### src/rtl/clint_timer.sv
// ---------------------------------------------------------------------------
// clint_timer
//
// Core-local interruptor slave for the CLINT window. Holds the 64-bit mtime
// counter (advanced by an RTC tick divided down from the core clock), the
// 64-bit mtimecmp compare register and the msip software-interrupt bit, and
// drives the machine timer / software interrupt lines to the core.
//
// Ports:
//   clock        in   1   core clock
//   reset        in   1   asynchronous active-high reset
//   clint_valid  in   1   request valid, held until clint_ready
//   clint_addr   in  32   byte address (word aligned)
//   clint_wdata  in  32   write data
//   clint_wstrb  in   4   byte write enables, all-zero means read
//   clint_rdata  out 32   read data, valid while clint_ready is high
//   clint_ready  out  1   one-cycle completion pulse
//   clint_msip   out  1   machine software interrupt
//   clint_mtip   out  1   machine timer interrupt (registered compare)
//   clint_mtime  out 64   current mtime, exported for the time CSR
// ---------------------------------------------------------------------------
module clint_timer #(
    parameter logic [31:0] clint_base_addr = 32'h0200_0000,
    parameter int unsigned clk_divider_rtc = 49
) (
    input  logic        clock,
    input  logic        reset,
    input  logic        clint_valid,
    input  logic [31:0] clint_addr,
    input  logic [31:0] clint_wdata,
    input  logic [3:0]  clint_wstrb,
    output logic [31:0] clint_rdata,
    output logic        clint_ready,
    output logic        clint_msip,
    output logic        clint_mtip,
    output logic [63:0] clint_mtime
);

    localparam int unsigned DIV_W = (clk_divider_rtc < 1) ? 1 : $clog2(clk_divider_rtc + 1);
    localparam logic [DIV_W-1:0] DIV_LAST = DIV_W'(clk_divider_rtc);

    localparam logic [31:0] OFF_MSIP     = 32'h0000_0000;
    localparam logic [31:0] OFF_CMP_LO   = 32'h0000_4000;
    localparam logic [31:0] OFF_CMP_HI   = 32'h0000_4004;
    localparam logic [31:0] OFF_MTIME_LO = 32'h0000_BFF8;
    localparam logic [31:0] OFF_MTIME_HI = 32'h0000_BFFC;

    typedef enum logic {
        IDLE,
        RESP
    } state_t;

    state_t           r_state;
    state_t           w_nextState;
    logic [63:0]      r_mtime;
    logic [63:0]      r_mtimecmp;
    logic             r_msip;
    logic             r_mtip;
    logic [31:0]      r_rdata;
    logic [DIV_W-1:0] r_divCount;
    logic             r_rtcPhase;

    logic [31:0]      w_offset;
    logic [31:0]      w_readData;
    logic             w_accept;
    logic             w_isWrite;
    logic             w_tick;
    logic             w_wrMsip;
    logic             w_wrCmpLo;
    logic             w_wrCmpHi;
    logic             w_wrTimeLo;
    logic             w_wrTimeHi;

    // Replace only the strobed bytes of a 32-bit word.
    function automatic logic [31:0] mergeBytes(input logic [31:0] oldVal,
                                               input logic [31:0] newVal,
                                               input logic [3:0]  strb);
        logic [31:0] result;
        result = oldVal;
        for (int i = 0; i < 4; i++) begin
            if (strb[i]) begin
                result[8*i +: 8] = newVal[8*i +: 8];
            end
        end
        return result;
    endfunction

    assign w_offset   = clint_addr - clint_base_addr;
    assign w_accept   = (r_state == IDLE) && clint_valid;
    assign w_isWrite  = |clint_wstrb;
    assign w_wrMsip   = w_accept && w_isWrite && (w_offset == OFF_MSIP);
    assign w_wrCmpLo  = w_accept && w_isWrite && (w_offset == OFF_CMP_LO);
    assign w_wrCmpHi  = w_accept && w_isWrite && (w_offset == OFF_CMP_HI);
    assign w_wrTimeLo = w_accept && w_isWrite && (w_offset == OFF_MTIME_LO);
    assign w_wrTimeHi = w_accept && w_isWrite && (w_offset == OFF_MTIME_HI);

    // The tick fires on the edge where the RTC phase goes from low to high.
    assign w_tick = (r_divCount == DIV_LAST) && !r_rtcPhase;

    // Read data is captured from the register values at acceptance.
    always_comb begin
        w_readData = '0;
        case (w_offset)
            OFF_MSIP:     w_readData = {31'b0, r_msip};
            OFF_CMP_LO:   w_readData = r_mtimecmp[31:0];
            OFF_CMP_HI:   w_readData = r_mtimecmp[63:32];
            OFF_MTIME_LO: w_readData = r_mtime[31:0];
            OFF_MTIME_HI: w_readData = r_mtime[63:32];
            default:      w_readData = '0;
        endcase
    end

    always_ff @(posedge clock or posedge reset) begin
        if (reset) begin
            r_state <= IDLE;
        end else begin
            r_state <= w_nextState;
        end
    end

    // RESP lasts exactly one cycle and ignores clint_valid.
    always_comb begin
        w_nextState = r_state;
        case (r_state)
            IDLE:    if (clint_valid) w_nextState = RESP;
            RESP:    w_nextState = IDLE;
            default: w_nextState = IDLE;
        endcase
    end

    always_ff @(posedge clock or posedge reset) begin
        if (reset) begin
            r_rdata <= '0;
        end else begin
            r_rdata <= (w_accept && !w_isWrite) ? w_readData : 32'h0;
        end
    end

    always_ff @(posedge clock or posedge reset) begin
        if (reset) begin
            r_msip     <= 1'b0;
            r_mtimecmp <= '1;
        end else begin
            if (w_wrMsip && clint_wstrb[0]) begin
                r_msip <= clint_wdata[0];
            end
            if (w_wrCmpLo) begin
                r_mtimecmp[31:0] <= mergeBytes(r_mtimecmp[31:0], clint_wdata, clint_wstrb);
            end
            if (w_wrCmpHi) begin
                r_mtimecmp[63:32] <= mergeBytes(r_mtimecmp[63:32], clint_wdata, clint_wstrb);
            end
        end
    end

    always_ff @(posedge clock or posedge reset) begin
        if (reset) begin
            r_divCount <= '0;
            r_rtcPhase <= 1'b0;
        end else if (r_divCount == DIV_LAST) begin
            r_divCount <= '0;
            r_rtcPhase <= ~r_rtcPhase;
        end else begin
            r_divCount <= r_divCount + DIV_W'(1);
        end
    end

    // A software write to either mtime half suppresses that cycle's tick.
    always_ff @(posedge clock or posedge reset) begin
        if (reset) begin
            r_mtime <= '0;
        end else if (w_wrTimeLo || w_wrTimeHi) begin
            if (w_wrTimeLo) begin
                r_mtime[31:0] <= mergeBytes(r_mtime[31:0], clint_wdata, clint_wstrb);
            end
            if (w_wrTimeHi) begin
                r_mtime[63:32] <= mergeBytes(r_mtime[63:32], clint_wdata, clint_wstrb);
            end
        end else if (w_tick) begin
            r_mtime <= r_mtime + 64'd1;
        end
    end

    always_ff @(posedge clock or posedge reset) begin
        if (reset) begin
            r_mtip <= 1'b0;
        end else begin
            r_mtip <= (r_mtime >= r_mtimecmp);
        end
    end

    assign clint_ready = (r_state == RESP);
    assign clint_rdata = r_rdata;
    assign clint_msip  = r_msip;
    assign clint_mtip  = r_mtip;
    assign clint_mtime = r_mtime;

endmodule
### config.mk
export PLATFORM = sky130hd
export DESIGN_NAME = clint_timer
export DESIGN_NICKNAME = d
export VERILOG_FILES = /design/src/rtl/clint_timer.sv
export SDC_FILE = /design/constraint.sdc
export NUM_CORES = 1
export LEC_CHECK = 0
export ABC_CLOCK_PERIOD_IN_PS = 17360
export BUFFER_PORTS_ARGS = -buffer_cell sky130_fd_sc_hd__buf_2
export CAP_MARGIN = 20
export CORE_MARGIN = 2
export CORE_UTILIZATION = 35
export CTS_CLUSTER_DIAMETER = 60
export DETAILED_ROUTE_END_ITERATION = 8
export GPL_TIMING_DRIVEN = 0
export PLACE_DENSITY = 0.62
export RECOVER_POWER = 25
export SYNTH_ARGS = -nofsm -noshare
export SYNTH_HDL_FRONTEND = slang
export SYNTH_SLANG_ARGS = --single-unit
### constraint.sdc
create_clock -name clock -period 17.36 [get_ports clock]
set_clock_uncertainty 0.2 [all_clocks]
set_input_delay 5.208 -clock clock [delete_from_list [all_inputs] [get_ports clock]]
set_output_delay 5.208 -clock clock [all_outputs]
set_load 0.01 [all_outputs]
==> results.toml, run 1 <==
[cells_and_area]
fin_area_um2 = 12800
fillers = 3018
synthToLayoutAreaGrowth_pct = 18.4
final_util_pct = 41.9
nets = 1468
drive_above_1_share_pct = 29.5
layout_common_cells = "185 x buf_2, 106 x dfrtp_1, 91 x mux2_2"
layout_commonest_cell = "buf_2"

[clocking]
cts_htree_levels = 4
clkSlewWorstSetupHoldPaths_ns = 0.07
clk_latency_ns = 0.45
post_cts_buffers = 0
cts_hold_buf = 0
clock_path_buffers = 2
post_cts_resized = 0
numCtsBuffers = 17
cts_root_buffer = "clkbuf_16"
clock_sinks = 170
cts_tree = "done"

[place]
gp_congestion = 0.912
portBuffers = 168
dp_hpwl_um = 28000
post_dp_cell_area_um2 = 12200
dp_slack_ns = 8.96

[hold_path]
holdCritPathClass = "reg -> reg"
worstHoldPathCells = 1

[synthesis]
avgSynthCellArea_um2 = 9.46
synth_xor_area_share_pct = 0.406
synth_edf_count = 0
synthSimpleGateAreaFrac_pct = 17.0
yosysUniqueCellTypes = 69
ys_warn_count = 0
synthCells = 1141
ys_seq_elements = 170
synth_nets = 1280
seq_area_frac_synth_pct = 40.1
synth_fa_ha_area_share_pct = 7.88
synth_top_family_by_area = "compound AO/OA/AOI/OAI gates"
synth_ff_type = "dfrtp_1"
synthTopCellsByArea = "dfrtp_1 25%, dfstp_2 16%, mux2_2 9.5%"
async_flop_share_pct = 100
synth_area_um2 = 10800
synth_top_area_share_pct = 24.6
synthMuxAreaShare_pct = 9.86
yosysTopAreaCell = "dfrtp_1"
synth_compound_area_share_pct = 19.2

[power]
peakVddDrop_uv = 64.3
powerDensity_nw_per_um2 = 66.1
p_comb_share_pct = 3.9
sequentialPowerShare_pct = 47.0
p_clk_share_pct = 49.1
power_leakage_nw = 5.35
switchingPower_mw = 0.198
swShare_pct = 23.4
intPower_mw = 0.647

[sta]
finalSetupViolCount = 0
finalCriticalPeriod_ns = 8.07
max_slew.worst_pin.slew_ns = 2.86
timing.fmax_mhz = 124
maxSlewViolCount = 62
max_slew_margin_pct = -91.9
holdWs_ns = 0.291
min_period_over_period_pct = 46.5
fin_tns_setup_ns = 0
setup_slack_ns = 9.29
hold_violations = 0
grt_setup_unrepaired = "no"

[run_status]
violations = "capacitance limit, slew limit"
status = "finished with violations"

[die]
die_w_um = 180
core-area_um2 = 30500
die_h_um = 180
io_pins = 170
start_util_pct = 35.4
die_area_um2 = 32300
rows = 64

[drt]
routed_wl_um = 37900
wire_per_inst_um = 21.8
antenna_left = 0
drt_iter0_drc = 1096
viasPerCell = 5.88
vias = 10200
drtPass1Iterations = 6
drc = 0

[worst_setup_path]
worst-setup-path-type = "in -> reg"
path_max_fanout = 10
start_kind = "input port"
r2r_cells = 8
arrival_ns = 8.17
worstPathRequired_ns = 17.46
worstSetupEndpointType = "flop"

[grt]
grt_pass1_wl_um = 58500
grt_max_degree = 110
gr-usage-all-layers_pct = 23.3
grt_pass1_vias = 9973
grt_antenna_before_repair = 2
gr-total-overflow = 0

[job]
drv_cap = 1
final cells by class:
cell class	instances	area, um2	area share, %
Multi-Input combinational cell	833	5870	46.0
Sequential cell	170	4330	33.9
Timing Repair Buffer	169	868	6.80
Tap cell	396	495	3.88
Clock buffer	23	478	3.74
Inverter	80	302	2.36
Buffer	58	288	2.25
Clock inverter	9	138	1.08
Antenna cell	1	2.50	0.0196
final timing paths:
| kind | startpoint | endpoint | slack [ns] |
|---|---|---|---|
| max in group asynchronous | reset | clint_mtime[25] | 10.14 |
| worst min-delay path | r_rtcPhase | r_rtcPhase | 0.29 |
| worst max register to register | r_mtimecmp[47] | clint_mtip | 13.57 |
| worst min register to register | r_rtcPhase | r_rtcPhase | 0.29 |
| worst max-delay path | clint_addr[25] | clint_mtime[39] | 9.29 |
| min in group asynchronous | reset | clint_rdata[29] | 5.37 |
registers in the layout, summed over array words and instances (netlist names):
| name | cells |
|---|---|
| clint_msip | 1 |
| clint_mtime | 64 |
| clint_mtip | 1 |
| clint_rdata | 32 |
| clint_ready | 1 |
| r_divCount | 6 |
| r_mtimecmp | 64 |
| r_rtcPhase | 1 |
cell families (layout without fill, tap and decap cells):
| family | Yosys count | count (layout) |
|---|---|---|
| AO/OA/AOI/OAI | 313 | 313 |
| XOR/XNOR | 5 | 5 |
| adder cells (fa/ha/maj) | 68 | 68 |
| buffers and inverters | 138 | 339 |
| flip-flops | 170 | 170 |
| multiplexers | 95 | 95 |
| other | 0 | 1 |
| AND/OR/NAND/NOR | 352 | 352 |
stage by stage:
step           total power, mW  instances
6_report                 0.845       1739
3_5_place_dp             0.437       1706
3_3_place_gp             0.436       1705
4_1_cts                  0.852       1738
2_1_floorplan            0.418       1141
5_1_grt                  0.869       1739
per-layer routing:
| layer | up-vias | global-route usage, % | wire length [um] |
|---|---|---|---|
| li1 | 4662 | - | - |
| met1 | 5014 | 31.4 | 16200 |
| met2 | 477 | 37.3 | 17500 |
| met3 | 66 | 4.72 | 3240 |
| met4 | 2 | 7.67 | 1000 |
| met5 | - | 0 | 7 |
Yosys cell counts (all sizes together), types with 7 or more instances:
cell       n
a211oi    10
a21oi     76
a222oi    31
a2bb2oi   11
a31oi      9
and2       8
and3      14
and4       9
buf       30
clkbuf    28
dfrtp    106
dfstp     64
ha        68
inv       80
mux2      91
nand2     86
nand3     31
nand4     40
nor2      85
nor3      20
nor4      25
o21a       7
o21ai     92
o22ai     19
o2bb2ai    8
o31a      13
or4        9
worst max-delay path: stages:
cell       delay, ns
buf_2           0.08
inv_1           0.04
ha_1            0.25
nor4b_1         0.30
and2_1          0.19
clkbuf_1        0.25
nand4_1         0.52
clkbuf_1        0.48
clkbuf_1        0.42
o21ai_0         0.18
nand2_1         0.08
o2bb2ai_1       0.16
power by group through the flow:
stage / sequential, mW / clock, mW / combinational, mW
finish: 0.397 / 0.415 / 0.0330
global route: 0.397 / 0.436 / 0.0362
CTS: 0.397 / 0.422 / 0.0336
detailed placement: 0.404 / 0 / 0.0335
global placement: 0.404 / 0 / 0.0321
floorplan: 0.404 / 0 / 0.0136
(Power assumes the default switching activity.)
==> run 2, diff against run 1 <==
--- a/config.mk
+++ b/config.mk
@@ -5,7 +5,8 @@
 export SDC_FILE = /design/constraint.sdc
 export NUM_CORES = 1
 export LEC_CHECK = 0
-export ABC_CLOCK_PERIOD_IN_PS = 17360
+export ABC_AREA = 1
+export ABC_CLOCK_PERIOD_IN_PS = 7250
 export BUFFER_PORTS_ARGS = -buffer_cell sky130_fd_sc_hd__buf_2
 export CAP_MARGIN = 20
 export CORE_MARGIN = 2
@@ -13,7 +14,7 @@
 export CTS_CLUSTER_DIAMETER = 60
 export DETAILED_ROUTE_END_ITERATION = 8
 export GPL_TIMING_DRIVEN = 0
-export PLACE_DENSITY = 0.62
+export PLACE_DENSITY = 0.63
 export RECOVER_POWER = 25
 export SYNTH_ARGS = -nofsm -noshare
 export SYNTH_HDL_FRONTEND = slang
==> constraint.sdc (replaced) <==
create_clock -name clock -period 7.25 [get_ports clock]
set_clock_uncertainty 0.2 [all_clocks]
set_input_delay 2.175 -clock clock [delete_from_list [all_inputs] [get_ports clock]]
set_output_delay 2.175 -clock clock [all_outputs]
set_load 0.01 [all_outputs]
==> run 2 against run 1 <==
  * Count of clock-buffer cells in the layout shrank 5
  * Global-route usage is 3.9 points higher
  * Largest cell class unchanged
  * The flow still finishes with violations (capacitance limit, slew limit)
  * Register-to-register slack worse by 9.5 ns
  * Die area grew 13%
  * Power increased by 130%
  * Flip-flop and latch count is the same
  * Critical endpoint is now clint_rdata[1]
  * Combinational power increased by 140%
  * Non-clock buffer count is 13 lower
==> results.toml, run 2 <==
[synthesis]
synth_ff_type = "dfrtp_1"
synth_nets = 1957
yosysTopAreaCell = "dfrtp_1"
synth_area_um2 = 12300
async_flop_share_pct = 100
avgSynthCellArea_um2 = 6.75
ys_warn_count = 0
ys_top_cells_by_count = "528 x nand2_1, 305 x nor2_1, 256 x inv_1"
ys_seq_elements = 170
synth.most_common_cell = "nand2_1"
seq_area_frac_synth_pct = 35.3
synthTopCellsByArea = "dfrtp_1 22%, nand2_1 16%, dfstp_2 14%"
synth_top_area_share_pct = 21.6
synth_edf_count = 0
synthCells = 1818
yosysUniqueCellTypes = 38

[place]
portBuffers = 169
post_dp_cell_area_um2 = 13700
dp_hpwl_um = 38500
gp_congestion = 1.01
dp_cells = 2443

[worst_setup_path]
path_cells = "buf_2, inv_1, ha_1, nand2_1, inv_1, nand2_1, nor2_1, nand3_1, inv_1, nand3_2, nand2_1, o21ai_1, buf_2, nor2_1"
critPathSlowestCell = "o21ai_1"
critPathTopFamily = "compound AO/OA/AOI/OAI gates"
arrival_ns = 4.78
max_stage_delay_ns = 0.84
r2r_end = "clint_mtime[58]"
r2r_cells = 12
reg2reg_slack_ns = 4.11
worstSetupEndpointType = "flop"
worstPathRequired_ns = 7.37
path_max_fanout = 10
worst-setup-path-type = "in -> reg"
start_kind = "input port"
r2r-start = "clint_mtime[0]"
cp.buffers_inverters = 5

[grt]
grt_antenna_before_repair = 0
grt_pass1_wl_um = 73400
gr-total-overflow = 0
grt_pass1_vias = 12200
gr-usage-all-layers_pct = 27.2
grt_max_degree = 102

[clocking]
cts_tree = "done"
cts_hold_buf = 0
numCtsBuffers = 17
cts_htree_levels = 4
post_cts_buffers = 0
clk_latency_ns = 0.46
clock_sinks = 170
clock_path_buffers = 2
cts_root_buffer = "clkbuf_16"
post_cts_resized = 0
clkSlewWorstSetupHoldPaths_ns = 0.07

[job]
drv_cap = 1

[cells_and_area]
nets = 2147
layoutNonFillerInstCount = 2477
synthToLayoutAreaGrowth_pct = 16.5
drive_above_1_share_pct = 16.4
fin_area_um2 = 14300
layout_commonest_cell = "nand2_1"
final_util_pct = 41.4
layout_common_cells = "528 x nand2_1, 305 x nor2_1, 255 x inv_1"

[drt]
drc = 0
wire_per_inst_um = 19.6
antenna_left = 0
routed_wl_um = 48500
drt_iter0_drc = 1105
vias = 12500
drtPass1Iterations = 5
viasPerCell = 5.04

[sta]
finalCriticalPeriod_ns = 4.65
max_slew.worst_pin.slew_ns = 3.33
timing.fmax_mhz = 215
min_period_over_period_pct = 64.2
maxSlewViolCount = 70
hold_violations = 0
finalSetupViolCount = 0
grt_setup_unrepaired = "no"
max_slew_margin_pct = -123

[die]
start_util_pct = 35.5
die_h_um = 191
die_area_um2 = 36600
rows = 68
die_w_um = 191
core-area_um2 = 34500
io_pins = 170

[hold_path]
hold_end = "r_rtcPhase"
holdCritStartpoint = "r_rtcPhase"
holdCritPathClass = "reg -> reg"
worstHoldPathCells = 1

[power]
power_leakage_nw = 7.50
peakVddDrop_uv = 157
powerDensity_nw_per_um2 = 139
total_power_mw = 1.98

[run_status]
status = "finished with violations"
violations = "capacitance limit, slew limit"
==> run 2: cell count changes after synthesis, sizes merged, moves of 26 or more <==
cell    delta
mux2      -91
nand2    +461
nand4     -26
a222oi    -31
o211ai    +30
nand3     +53
inv      +180
o21ai     +40
nor2     +225
xor2      +36
==> run 2: kinds of logic after synthesis <==
family          share of synthesized area [%]
simple gates                             33.9
xor+xnor                                 3.07
buf+inv                                  10.3
compound gates                           10.5
fa+ha+maj                                6.94
flops                                    35.3
==> run 2: through the flow <==
stage	setup TNS (ns)	worst slack, ns	hold WS (ns)
floorplan	0	0.377	0.242
global placement	-197.46	-1.89	0.257
detailed placement	0	2.16	0.261
CTS	0	2.64	0.271
global route	0	2.38	0.289
finish	0	2.60	0.275
==> run 2: layout make-up <==
cell class,count,area [um2]
clock inverters,14,158
flip-flops and latches,170,4330
clock buffers,18,429
plain buffers,43,274
multi-input cells,1343,6660
diodes,1,2.50
repair buffers,171,877
well taps,455,569
inverters,262,985
fillers,3724,20300
==> run 2: worst register-to-register path: cells and delay by family, from the launching register on <==
family | cells | cell delay [ns]
AOI/OAI and AO/OA | 1 | 0.23
adders and majority gates | 1 | 0.31
buffers and inverters | 1 | 0.04
DFF | 1 | 0.54
and+or+nand+nor | 9 | 1.73
==> run 2: how the worst max path moves through the flow <==
stage | start | to | slack [ns] | depth (start not counted)
global placement | reset | clint_mtime[37] | -1.89 | 2
global route | reset | clint_mtime[20] | 2.38 | 2
CTS | clint_addr[25] | clint_rdata[3] | 2.64 | 14
floorplan | reset | clint_msip | 0.38 | 1
finish | clint_addr[25] | clint_rdata[1] | 2.60 | 14
detailed placement | clint_addr[25] | clint_rdata[3] | 2.16 | 14
==> run 2: routing by layer <==
layer	global-route usage, %	wire length, um
met5	0	0
met1	36.0	21400
met2	42.7	21600
met4	8.43	1270
met3	7.71	4250
==> run 2: power breakdown <==
group          internal (mW)  switching [mW]  leakage [nW]
clock network          0.490           0.461         0.278
logic                 0.0217          0.0564          5.31
registers              0.950        0.000184          1.92
